File: src/rtl/jof32_exe_pkg.sv
// jof32_exe_pkg: shared operand-B selects, skid states and default widths for the JOF32 execute stage
package jof32_exe_pkg;
  localparam int DATA_W_DEF = 32;
  localparam int REG_AW_DEF = 5;
  localparam logic [2:0] ALU_SEL_REG   = 3'd0;
  localparam logic [2:0] ALU_SEL_IMM   = 3'd1;
  localparam logic [2:0] ALU_SEL_SHAMT = 3'd2;
  localparam logic [2:0] ALU_SEL_ZERO  = 3'd3;
  typedef enum logic [1:0] {EMPTY, ONE, FULL} skid_state_t;
endpackage

File: src/rtl/alu_operand_stage_operand_fwd.sv
// operand_fwd: picks the freshest value of one source register, MEM over WB over register file
module operand_fwd #(
  parameter int DATA_W = 32,
  parameter int REG_AW = 5
) (
  input  logic [DATA_W-1:0] i_reg_val,
  input  logic [REG_AW-1:0] i_reg_addr,
  input  logic              i_mem_valid,
  input  logic [REG_AW-1:0] i_mem_addr,
  input  logic [DATA_W-1:0] i_mem_data,
  input  logic              i_wb_valid,
  input  logic [REG_AW-1:0] i_wb_addr,
  input  logic [DATA_W-1:0] i_wb_data,
  output logic [DATA_W-1:0] o_val,
  output logic              o_hit
);
  logic w_nz, w_mem_hit, w_wb_hit;
  always_comb begin
    w_nz      = i_reg_addr != '0;
    w_mem_hit = w_nz && i_mem_valid && (i_mem_addr == i_reg_addr);
    w_wb_hit  = w_nz && i_wb_valid && (i_wb_addr == i_reg_addr);
    o_hit     = w_mem_hit || w_wb_hit;
    o_val     = w_mem_hit ? i_mem_data : w_wb_hit ? i_wb_data : i_reg_val;
  end
endmodule

File: src/rtl/alu_operand_stage.sv
// alu_operand_stage: forwards and selects ALU operands, then holds them in a two-entry skid buffer
module alu_operand_stage
  import jof32_exe_pkg::*;
#(
  parameter int DATA_W  = DATA_W_DEF,
  parameter int REG_AW  = REG_AW_DEF,
  parameter int SHAMT_W = 5,
  parameter int CNT_W   = 16
) (
  input  logic              clk,
  input  logic              rst_n,
  input  logic              in_valid,
  output logic              in_ready,
  input  logic [REG_AW-1:0] rs_a_addr,
  input  logic [REG_AW-1:0] rs_b_addr,
  input  logic [DATA_W-1:0] in_a,
  input  logic [DATA_W-1:0] in_b,
  input  logic [DATA_W-1:0] imm,
  input  logic [SHAMT_W-1:0] shamt,
  input  logic [2:0]        alu_sel,
  input  logic              fwd_mem_valid,
  input  logic [REG_AW-1:0] fwd_mem_addr,
  input  logic [DATA_W-1:0] fwd_mem_data,
  input  logic              fwd_wb_valid,
  input  logic [REG_AW-1:0] fwd_wb_addr,
  input  logic [DATA_W-1:0] fwd_wb_data,
  input  logic              flush,
  output logic              out_valid,
  input  logic              out_ready,
  output logic [DATA_W-1:0] op_a,
  output logic [DATA_W-1:0] op_b,
  output logic [2:0]        out_alu_sel,
  output logic [CNT_W-1:0]  fwd_count
);
  localparam logic [CNT_W+1:0] CNT_MAX = {2'b00, {CNT_W{1'b1}}};
  logic [DATA_W-1:0] w_a, w_b, w_b_sel;
  logic              w_hit_a, w_hit_b, w_accept, w_pop, w_ld_head, w_ld_skid, w_ld_from_skid;
  logic [CNT_W+1:0]  w_sum;
  skid_state_t       r_state, w_next;
  logic [DATA_W-1:0] r_head_a, r_head_b, r_skid_a, r_skid_b;
  logic [2:0]        r_head_sel, r_skid_sel;
  logic [CNT_W-1:0]  r_cnt;

  operand_fwd #(.DATA_W(DATA_W), .REG_AW(REG_AW)) u_fwd_a (
    .i_reg_val(in_a), .i_reg_addr(rs_a_addr),
    .i_mem_valid(fwd_mem_valid), .i_mem_addr(fwd_mem_addr), .i_mem_data(fwd_mem_data),
    .i_wb_valid(fwd_wb_valid), .i_wb_addr(fwd_wb_addr), .i_wb_data(fwd_wb_data),
    .o_val(w_a), .o_hit(w_hit_a)
  );
  operand_fwd #(.DATA_W(DATA_W), .REG_AW(REG_AW)) u_fwd_b (
    .i_reg_val(in_b), .i_reg_addr(rs_b_addr),
    .i_mem_valid(fwd_mem_valid), .i_mem_addr(fwd_mem_addr), .i_mem_data(fwd_mem_data),
    .i_wb_valid(fwd_wb_valid), .i_wb_addr(fwd_wb_addr), .i_wb_data(fwd_wb_data),
    .o_val(w_b), .o_hit(w_hit_b)
  );

  // selects 4..7 fall through to the shift amount, matching the old mux
  always_comb begin
    w_b_sel = alu_sel == ALU_SEL_REG  ? w_b :
              alu_sel == ALU_SEL_IMM  ? imm :
              alu_sel == ALU_SEL_ZERO ? '0  : DATA_W'(shamt);
  end

  assign in_ready    = r_state != FULL;
  assign out_valid   = r_state != EMPTY;
  assign op_a        = r_head_a;
  assign op_b        = r_head_b;
  assign out_alu_sel = r_head_sel;
  assign fwd_count   = r_cnt;
  assign w_accept    = in_valid && in_ready && !flush;
  assign w_pop       = out_valid && out_ready;

  always_comb begin
    w_next         = r_state;
    w_ld_head      = 1'b0;
    w_ld_skid      = 1'b0;
    w_ld_from_skid = 1'b0;
    if (flush) w_next = EMPTY;
    else begin
      case (r_state)
        EMPTY: begin
          w_ld_head = w_accept;
          w_next    = w_accept ? ONE : EMPTY;
        end
        ONE: begin
          w_ld_head = w_accept && w_pop;
          w_ld_skid = w_accept && !w_pop;
          w_next    = w_ld_skid ? FULL : (w_pop && !w_accept) ? EMPTY : ONE;
        end
        FULL: begin
          w_ld_from_skid = w_pop;
          w_next         = w_pop ? ONE : FULL;
        end
        default: w_next = EMPTY;
      endcase
    end
  end

  always_ff @(posedge clk or negedge rst_n) begin
    if (!rst_n) r_state <= EMPTY;
    else r_state <= w_next;
  end

  always_ff @(posedge clk or negedge rst_n) begin
    if (!rst_n) begin
      r_head_a   <= '0;
      r_head_b   <= '0;
      r_head_sel <= '0;
      r_skid_a   <= '0;
      r_skid_b   <= '0;
      r_skid_sel <= '0;
    end else begin
      if (w_ld_head) begin
        r_head_a   <= w_a;
        r_head_b   <= w_b_sel;
        r_head_sel <= alu_sel;
      end else if (w_ld_from_skid) begin
        r_head_a   <= r_skid_a;
        r_head_b   <= r_skid_b;
        r_head_sel <= r_skid_sel;
      end
      if (w_ld_skid) begin
        r_skid_a   <= w_a;
        r_skid_b   <= w_b_sel;
        r_skid_sel <= alu_sel;
      end
    end
  end

  // operand B only counts when its register value is what actually got selected
  assign w_sum = {2'b00, r_cnt} + (CNT_W+2)'(w_accept && w_hit_a)
               + (CNT_W+2)'(w_accept && w_hit_b && alu_sel == ALU_SEL_REG);

  always_ff @(posedge clk or negedge rst_n) begin
    if (!rst_n) r_cnt <= '0;
    else r_cnt <= w_sum > CNT_MAX ? {CNT_W{1'b1}} : w_sum[CNT_W-1:0];
  end
endmodule

File: config.mk
export PLATFORM = sky130hd
export DESIGN_NAME = alu_operand_stage
export DESIGN_NICKNAME = d
export VERILOG_FILES = /design/src/rtl/jof32_exe_pkg.sv /design/src/rtl/alu_operand_stage_operand_fwd.sv /design/src/rtl/alu_operand_stage.sv
export SDC_FILE = /design/constraint.sdc
export NUM_CORES = 1
export LEC_CHECK = 0
export BUFFER_PORTS_ARGS = -buffer_cell sky130_fd_sc_hd__buf_2
export CORE_ASPECT_RATIO = 0.75
export CORE_UTILIZATION = 35
export DETAILED_ROUTE_END_ITERATION = 10
export HOLD_SLACK_MARGIN = 0.15
export PLACE_DENSITY = 0.65
export SETUP_SLACK_MARGIN = 0.2
export SYNTH_ARGS = -nofsm -noshare
export SYNTH_HDL_FRONTEND = slang
export SYNTH_SLANG_ARGS = --single-unit
File: constraint.sdc
create_clock -name clk -period 3.7 [get_ports clk]
set_input_delay 0.37 -clock clk [delete_from_list [all_inputs] [get_ports clk]]
set_output_delay 0.37 -clock clk [all_outputs]
set_load 0.03 [all_outputs]
[After elaboration in Yosys (flattened, before gate mapping)]
Index checks and enable logic that the tools add are counted.
Storage, ports and cells
  bits in registers: 152
  bits of input ports: 195
  output and inout port bits: 85
  word-level logic and storage cells: 74
Operators by class
  add/sub/neg operators: 2
  magnitude comparators: 1
  equality and inequality tests: 9
  muxes and demuxes: 26
  reductions and logical operators: 28
Operators with widths (number)
  32-bit two-way mux: 10
  5-bit equality test: 4
  17-bit by 1-bit adder with 18-bit output: 1
  18-bit by 16-bit > comparator with 1-bit output, second input constant: 1
  16-bit by 1-bit adder with 17-bit output: 1
  1-bit logical AND: 17
  16-bit two-way mux: 1
  5-bit nonzero test: 2
  1-bit two-way mux: 7
  2-bit two-way mux: 3
  3-bit two-way mux: 2
  2-bit one-hot mux with 3 select lines: 1
  5-bit two-way mux: 1
  2-bit nonzero test: 2
  3-bit by 1-bit equality test with 1-bit output, second input constant: 1
  3-bit by 2-bit equality test with 1-bit output, second input constant: 1
  1-bit zero test: 3
  3-bit zero test: 1
  2-bit by 1-bit equality test with 1-bit output, second input constant: 1
  2-bit equality test, second input constant: 1
  2-bit zero test: 1
  1-bit logical OR: 2
  2-bit inequality test, second input constant: 1
  1-bit one-hot mux with 2 select lines: 1

[Logic depth before layout (Yosys ltp)]
  depth after elaboration: 9
  depth in mapped cells: 17
  mapped depth without buffers: 13

[Modules after synthesis]
Synthesis repeated with hierarchy kept, for this count alone.
Unflattened totals
  cell total of the unflattened synthesis: 950
  area, all modules: 8718.4 µm²
By module, submodules not included
  alu_operand_stage: times used 1, cells each 610, area an instance 6749.0 µm², sequential area each 3803.6 µm²
  operand_fwd: times used 2, cells each 170, area an instance 984.7 µm², sequential area each 0.0 µm²

[Worst setup path before layout]
OpenSTA, ideal clock, no wires.
  path kind: input -> register
  start point: input port rs_a_addr[0]
  end point: register r_cnt[13] (netlist: fwd_count[13])
  setup time: 68 ps
  arrival time: 3171 ps
  required time: 3632 ps
  slack: 461 ps
  cell stages on the path: 17
  buffers on the path: 4
  cells stage by stage: xnor2_1 > nand4_1 > nor4_1 > buf_2 > buf_2 > buf_2 > o21ai_0 > fa_1 > inv_1 > ha_1 > nand2_1 > nor2_1 > nand3_1 > nor2_1 > nand3_1 > clkbuf_1 > nand2_1
On the way
  cells in the longest elaborated chain, start to end: 9
  elaborated cells on any way between the ends: 13
  those cells by class: add/sub: 2; order compare: 1; eq/ne: 2; mux: 1; reduce/logical: 7
Ends and longest elaborated chain
  start, declared: RTL line alu_operand_stage.sv:14  | input logic [REG_AW-1:0] rs_a_addr,
  5-bit nonzero test: RTL line alu_operand_stage_operand_fwd.sv:19  | w_nz = i_reg_addr != '0;
  1-bit logical AND, on equally long branches (2 in series): RTL line alu_operand_stage_operand_fwd.sv:20, alu_operand_stage_operand_fwd.sv:21
  1-bit logical OR *: RTL line alu_operand_stage_operand_fwd.sv:22  | o_hit = w_mem_hit || w_wb_hit;
  1-bit logical AND *: RTL line alu_operand_stage.sv:131  | assign w_sum = {2'b00, r_cnt} + (CNT_W+2)'(w_accept && w_hit_a)
  16-bit by 1-bit adder with 17-bit output *: RTL line alu_operand_stage.sv:131
  17-bit by 1-bit adder with 18-bit output *: RTL line alu_operand_stage.sv:132  | + (CNT_W+2)'(w_accept && w_hit_b && alu_sel == ALU_SEL_REG);
  18-bit by 16-bit > comparator with 1-bit output: RTL line alu_operand_stage.sv:136  | else r_cnt <= w_sum > CNT_MAX ? {CNT_W{1'b1}} : w_sum[CNT_W-1:0];
  16-bit two-way mux *: RTL line alu_operand_stage.sv:136
  end signal, assigned: RTL line alu_operand_stage.sv:136
  end, declared: RTL line alu_operand_stage.sv:42  | logic [CNT_W-1:0] r_cnt;
Every way passes the cells marked *; elsewhere a longest branch is shown, timed or not.
A chain may end at the register's enable or synchronous reset.

[Final worst setup path]
  start point: register r_state[1]
  end point: register r_cnt[5] (netlist: fwd_count[5])
On the way
  cells in the longest elaborated chain, start to end: 8
  elaborated cells on any way between the ends: 10
  those cells by class: add/sub: 2; order compare: 1; eq/ne: 1; mux: 1; reduce/logical: 5
Ends and longest elaborated chain
  start, declared: RTL line alu_operand_stage.sv:39  | skid_state_t r_state, w_next;
  start signal, assigned: RTL line alu_operand_stage.sv:101  | else r_state <= w_next;
  2-bit inequality test *: RTL line alu_operand_stage.sv:64  | assign in_ready = r_state != FULL;
  1-bit logical AND * (2 in series): RTL line alu_operand_stage.sv:70  | assign w_accept = in_valid && in_ready && !flush;
  1-bit logical AND, on equally long branches: RTL line alu_operand_stage.sv:131, alu_operand_stage.sv:132
  16-bit by 1-bit adder with 17-bit output / 1-bit logical AND (equally long branches): RTL line alu_operand_stage.sv:131, alu_operand_stage.sv:132
  17-bit by 1-bit adder with 18-bit output *: RTL line alu_operand_stage.sv:132
  18-bit by 16-bit > comparator with 1-bit output: RTL line alu_operand_stage.sv:136
  16-bit two-way mux *: RTL line alu_operand_stage.sv:136
Marked as above.

==> results.cfg <==
[run_status]
status = completed

[synthesis]
synthSimpleGateAreaFrac = 0.145
ys.flop_type = dfrtp_1
netlist_area_mm2 = 0.00862
synthCells = 892
yosysWarnings = 0
yosys.area_share.xor_xnor = 0.0295
syn_avg_cell_area_um2 = 9.66
synth_seq_cells = 152
muxShareOfSynthArea = 0.104
synth-compound-area-share = 0.234
async_flop_share = 1.00
synth.net_count = 1091
synth_top_family_by_area = compound AO/OA/AOI/OAI gates
synth_edf_count = 0
synth_adder_area_share = 0.00668
yosysSeqAreaShare = 0.441
synthDistinctLibCells = 45

[routing]
routed.top_layer = met5
routedWlPerCell_um = 20.4
met3WireLength_um = 2740
finalWirelength_um = 30200
wl_met1_um = 13600
dr.first_iter.drc_count = 642
viasPerCell = 5.54
wl_met2_um = 13600
dr.pass1.iters = 5
antenna_left = 0
drc_errors = 0
num_vias = 8233

[floorplanning]
die_x_um = 183
rows = 49
core_mm2 = 0.0241
dieArea_mm2 = 0.0253
io_pins = 280
start_util = 0.358
die_y_um = 138

[clock_network]
cts_max_level = 4
clk_latency_ns = 0.43
numCtsBuffers = 17
clk_pin_slew_ns = 0.07
post-cts-setup-buffer-count = 0
cts_tree = yes
cts_root_buf = clkbuf_16
cts.sinks = 152
clockBufferDepth = 2

[cells_and_area]
layout-drive-gt1-share = 0.357
num_antenna_cells = 0
layout_common_cells = buf_2 (278), dfrtp_1 (152), nand2_1 (119), nor2_1 (95), o31ai_1 (65)
nNetsFinal = 1343
ff_latch_area_mm2 = 0.00380
nFillCells = 2380
multiInputGateArea_mm2 = 0.00454
final_common_cell = buf_2
final_area_mm2 = 0.0110
stdcell_count = 1486
area_growth_pct = 27.7

[pwr]
seqPwrFrac = 0.413
switchingPower_mw = 1.80
peakVddDrop_mv = 0.331
p_int_mw = 3.71
p_sw_frac = 0.327
pwr-share-comb = 0.247
cellLeakagePower_nw = 5.32
power_frac_clock = 0.340
powerDensity_mw_per_mm2 = 501

[global_routing]
antenna_found_initial = 1
grt_pass1_vias = 7822
grt_max_degree = 82
grtUsageTotal = 0.236
grt.overflow.total = 0
grt_pass1_wl_um = 44800

[worst_setup_path]
r2r-start = r_state[1]$_DFF_PN0_
worstPathCellList = nor2b_1 -> nor3b_1 -> buf_4 -> o211ai_1 -> fa_1 -> inv_1 -> ha_1 -> nand2_1 -> nor2_1 -> nand3_1 -> nor2_1 -> nand3_2 -> o21ai_0
reg2reg_depth = 13
start_kind = register
cp_common_cell = nor2_1
critPathMaxFanout = 13
critPathMaxStageDelay_ns = 0.45
crit_slowest_cell = fa_1
reg2reg_to = fwd_count[5]$_DFF_PN0_
end_kind = register
arrival_ns = 3.38
crit_required_ns = 4.04
r2r_slack_ns = 0.67
path_class = register to register

[sta]
setup-tns-final_ns = 0
slew_violations = 0
hold_violations = 0
setup_violations = 0
period_needed_ns = 3.03
worst_pin_slew_ns = 0.984
fin_skew_ns = 0.0158
fin_crit_sh = 0.820
rsz0062_at_grt = false
fmax_ghz = 0.330
hold_ws_ns = 0.190
slew_headroom = 0.342

[flow_run]
cap_violations = 0

[placement]
port_buffers = 279
postPlaceCellArea_mm2 = 0.0104
dp.cells = 1455
hpwl_um = 21400
gp_congestion = 0.841

[hold_path]
min-delay-path-class = primary input to register
hold_depth = 2
min_from = out_ready
hold_end = r_state[1]$_DFF_PN0_
[repair_timing]
action                                  4_1_cts  5_1_grt
resized for setup                             0        1
hold buffers                                  1        0
endpoints found under the hold margin        68        0
endpoints found under the setup margin        0        1
[stage by stage]
| step | worst slack, ns | util | power (mW) |
|---|---|---|---|
| detailed placement | 0.249 | 0.430 | 3.67 |
| global placement | 0.346 | 0.430 | 3.63 |
| global route | 0.336 | 0.457 | 5.78 |
| finish | 0.667 | 0.457 | 5.51 |
| CTS | 0.521 | 0.457 | 5.55 |
| floorplan | 0.461 | - | 3.12 |
[flip-flops by register name, summed over array words and instances, names as in the netlist]
| name | flops |
|---|---|
| r_skid_sel | 3 |
| r_skid_b | 32 |
| op_b | 32 |
| r_state | 2 |
| r_skid_a | 32 |
| fwd_count | 16 |
| out_alu_sel | 3 |
| op_a | 32 |
[cells by family (layout without fill, tap and decap cells)]
family	after synthesis	in the layout
buffers and inverters	76	339
adder cells (fa/ha/maj)	4	4
flip-flops	152	152
XOR/XNOR	29	29
AND/OR/NAND/NOR	288	288
AO/OA/AOI/OAI	270	270
multiplexers	73	73
[power by group through the flow]
stage / Clock [mW] / Sequential [mW] / Combinational (mW)
finish: 1.87 / 2.27 / 1.36
global route: 1.97 / 2.32 / 1.49
CTS: 1.91 / 2.27 / 1.37
detailed placement: 0 / 2.30 / 1.37
global placement: 0 / 2.29 / 1.35
floorplan: 0 / 2.54 / 0.580
[synth_stat cells (2+ instances only)]
cell type | count | area [um2]
nor3_1 | 5 | 25.0
a22oi_1 | 40 | 300
inv_1 | 7 | 26.3
a21oi_1 | 34 | 170
mux2_2 | 26 | 293
a221oi_1 | 9 | 78.8
o221ai_2 | 10 | 150
mux2i_1 | 20 | 200
nand2b_1 | 3 | 18.8
nor2_1 | 96 | 360
nor3b_1 | 2 | 15.0
xnor2_1 | 17 | 149
buf_6 | 3 | 33.8
mux2_4 | 27 | 405
a222oi_1 | 2 | 20.0
o21a_1 | 2 | 15.0
ha_1 | 3 | 37.5
nor2b_1 | 33 | 206
nand2_1 | 122 | 458
xor2_1 | 12 | 105
dfrtp_1 | 152 | 3800
nand3_1 | 6 | 30.0
clkbuf_1 | 54 | 203
or3_1 | 3 | 18.8
buf_2 | 11 | 55.1
o31ai_1 | 65 | 488
o211ai_1 | 3 | 22.5
a211oi_1 | 32 | 240
and3_1 | 6 | 37.5
nand4_1 | 6 | 37.5
o221ai_1 | 39 | 342
o21ai_0 | 29 | 145
[worst max path at each step]
stage / cells past startpoint / endpoint / startpoint
floorplan: 17 / fwd_count[13]$_DFF_PN0_ / rs_a_addr[0]
global placement: 14 / fwd_count[5]$_DFF_PN0_ / fwd_wb_addr[2]
detailed placement: 14 / fwd_count[5]$_DFF_PN0_ / fwd_wb_addr[2]
CTS: 13 / fwd_count[5]$_DFF_PN0_ / r_state[1]$_DFF_PN0_
global route: 13 / fwd_count[5]$_DFF_PN0_ / r_state[0]$_DFF_PN0_
finish: 13 / fwd_count[5]$_DFF_PN0_ / r_state[1]$_DFF_PN0_
[final cells by class]
class                           count  share of cell area
Inverter                            7             0.00239
Sequential cell                   152               0.346
Timing Repair Buffer              302               0.146
Clock buffer                       17              0.0387
Clock inverter                     13              0.0175
Multi-Input combinational cell    664               0.413
Tap cell                          331              0.0376
[worst max-delay path: cells and delay by family, from the launching register on]
| kind | cells | cell delay (ns) |
|---|---|---|
| DFF | 1 | 0.41 |
| adders and majority gates | 2 | 0.65 |
| and+or+nand+nor | 7 | 1.36 |
| AOI/OAI and AO/OA | 2 | 0.28 |
| buffers and inverters | 2 | 0.26 |
[routing by layer]
layer | global-route usage | up-vias
met4 | 0.0505 | 2
met5 | 0 | -
met1 | 0.328 | 4001
met3 | 0.0567 | 20
li1 | - | 3808
met2 | 0.374 | 402
Note: power is estimated with default switching activity, not from simulation.
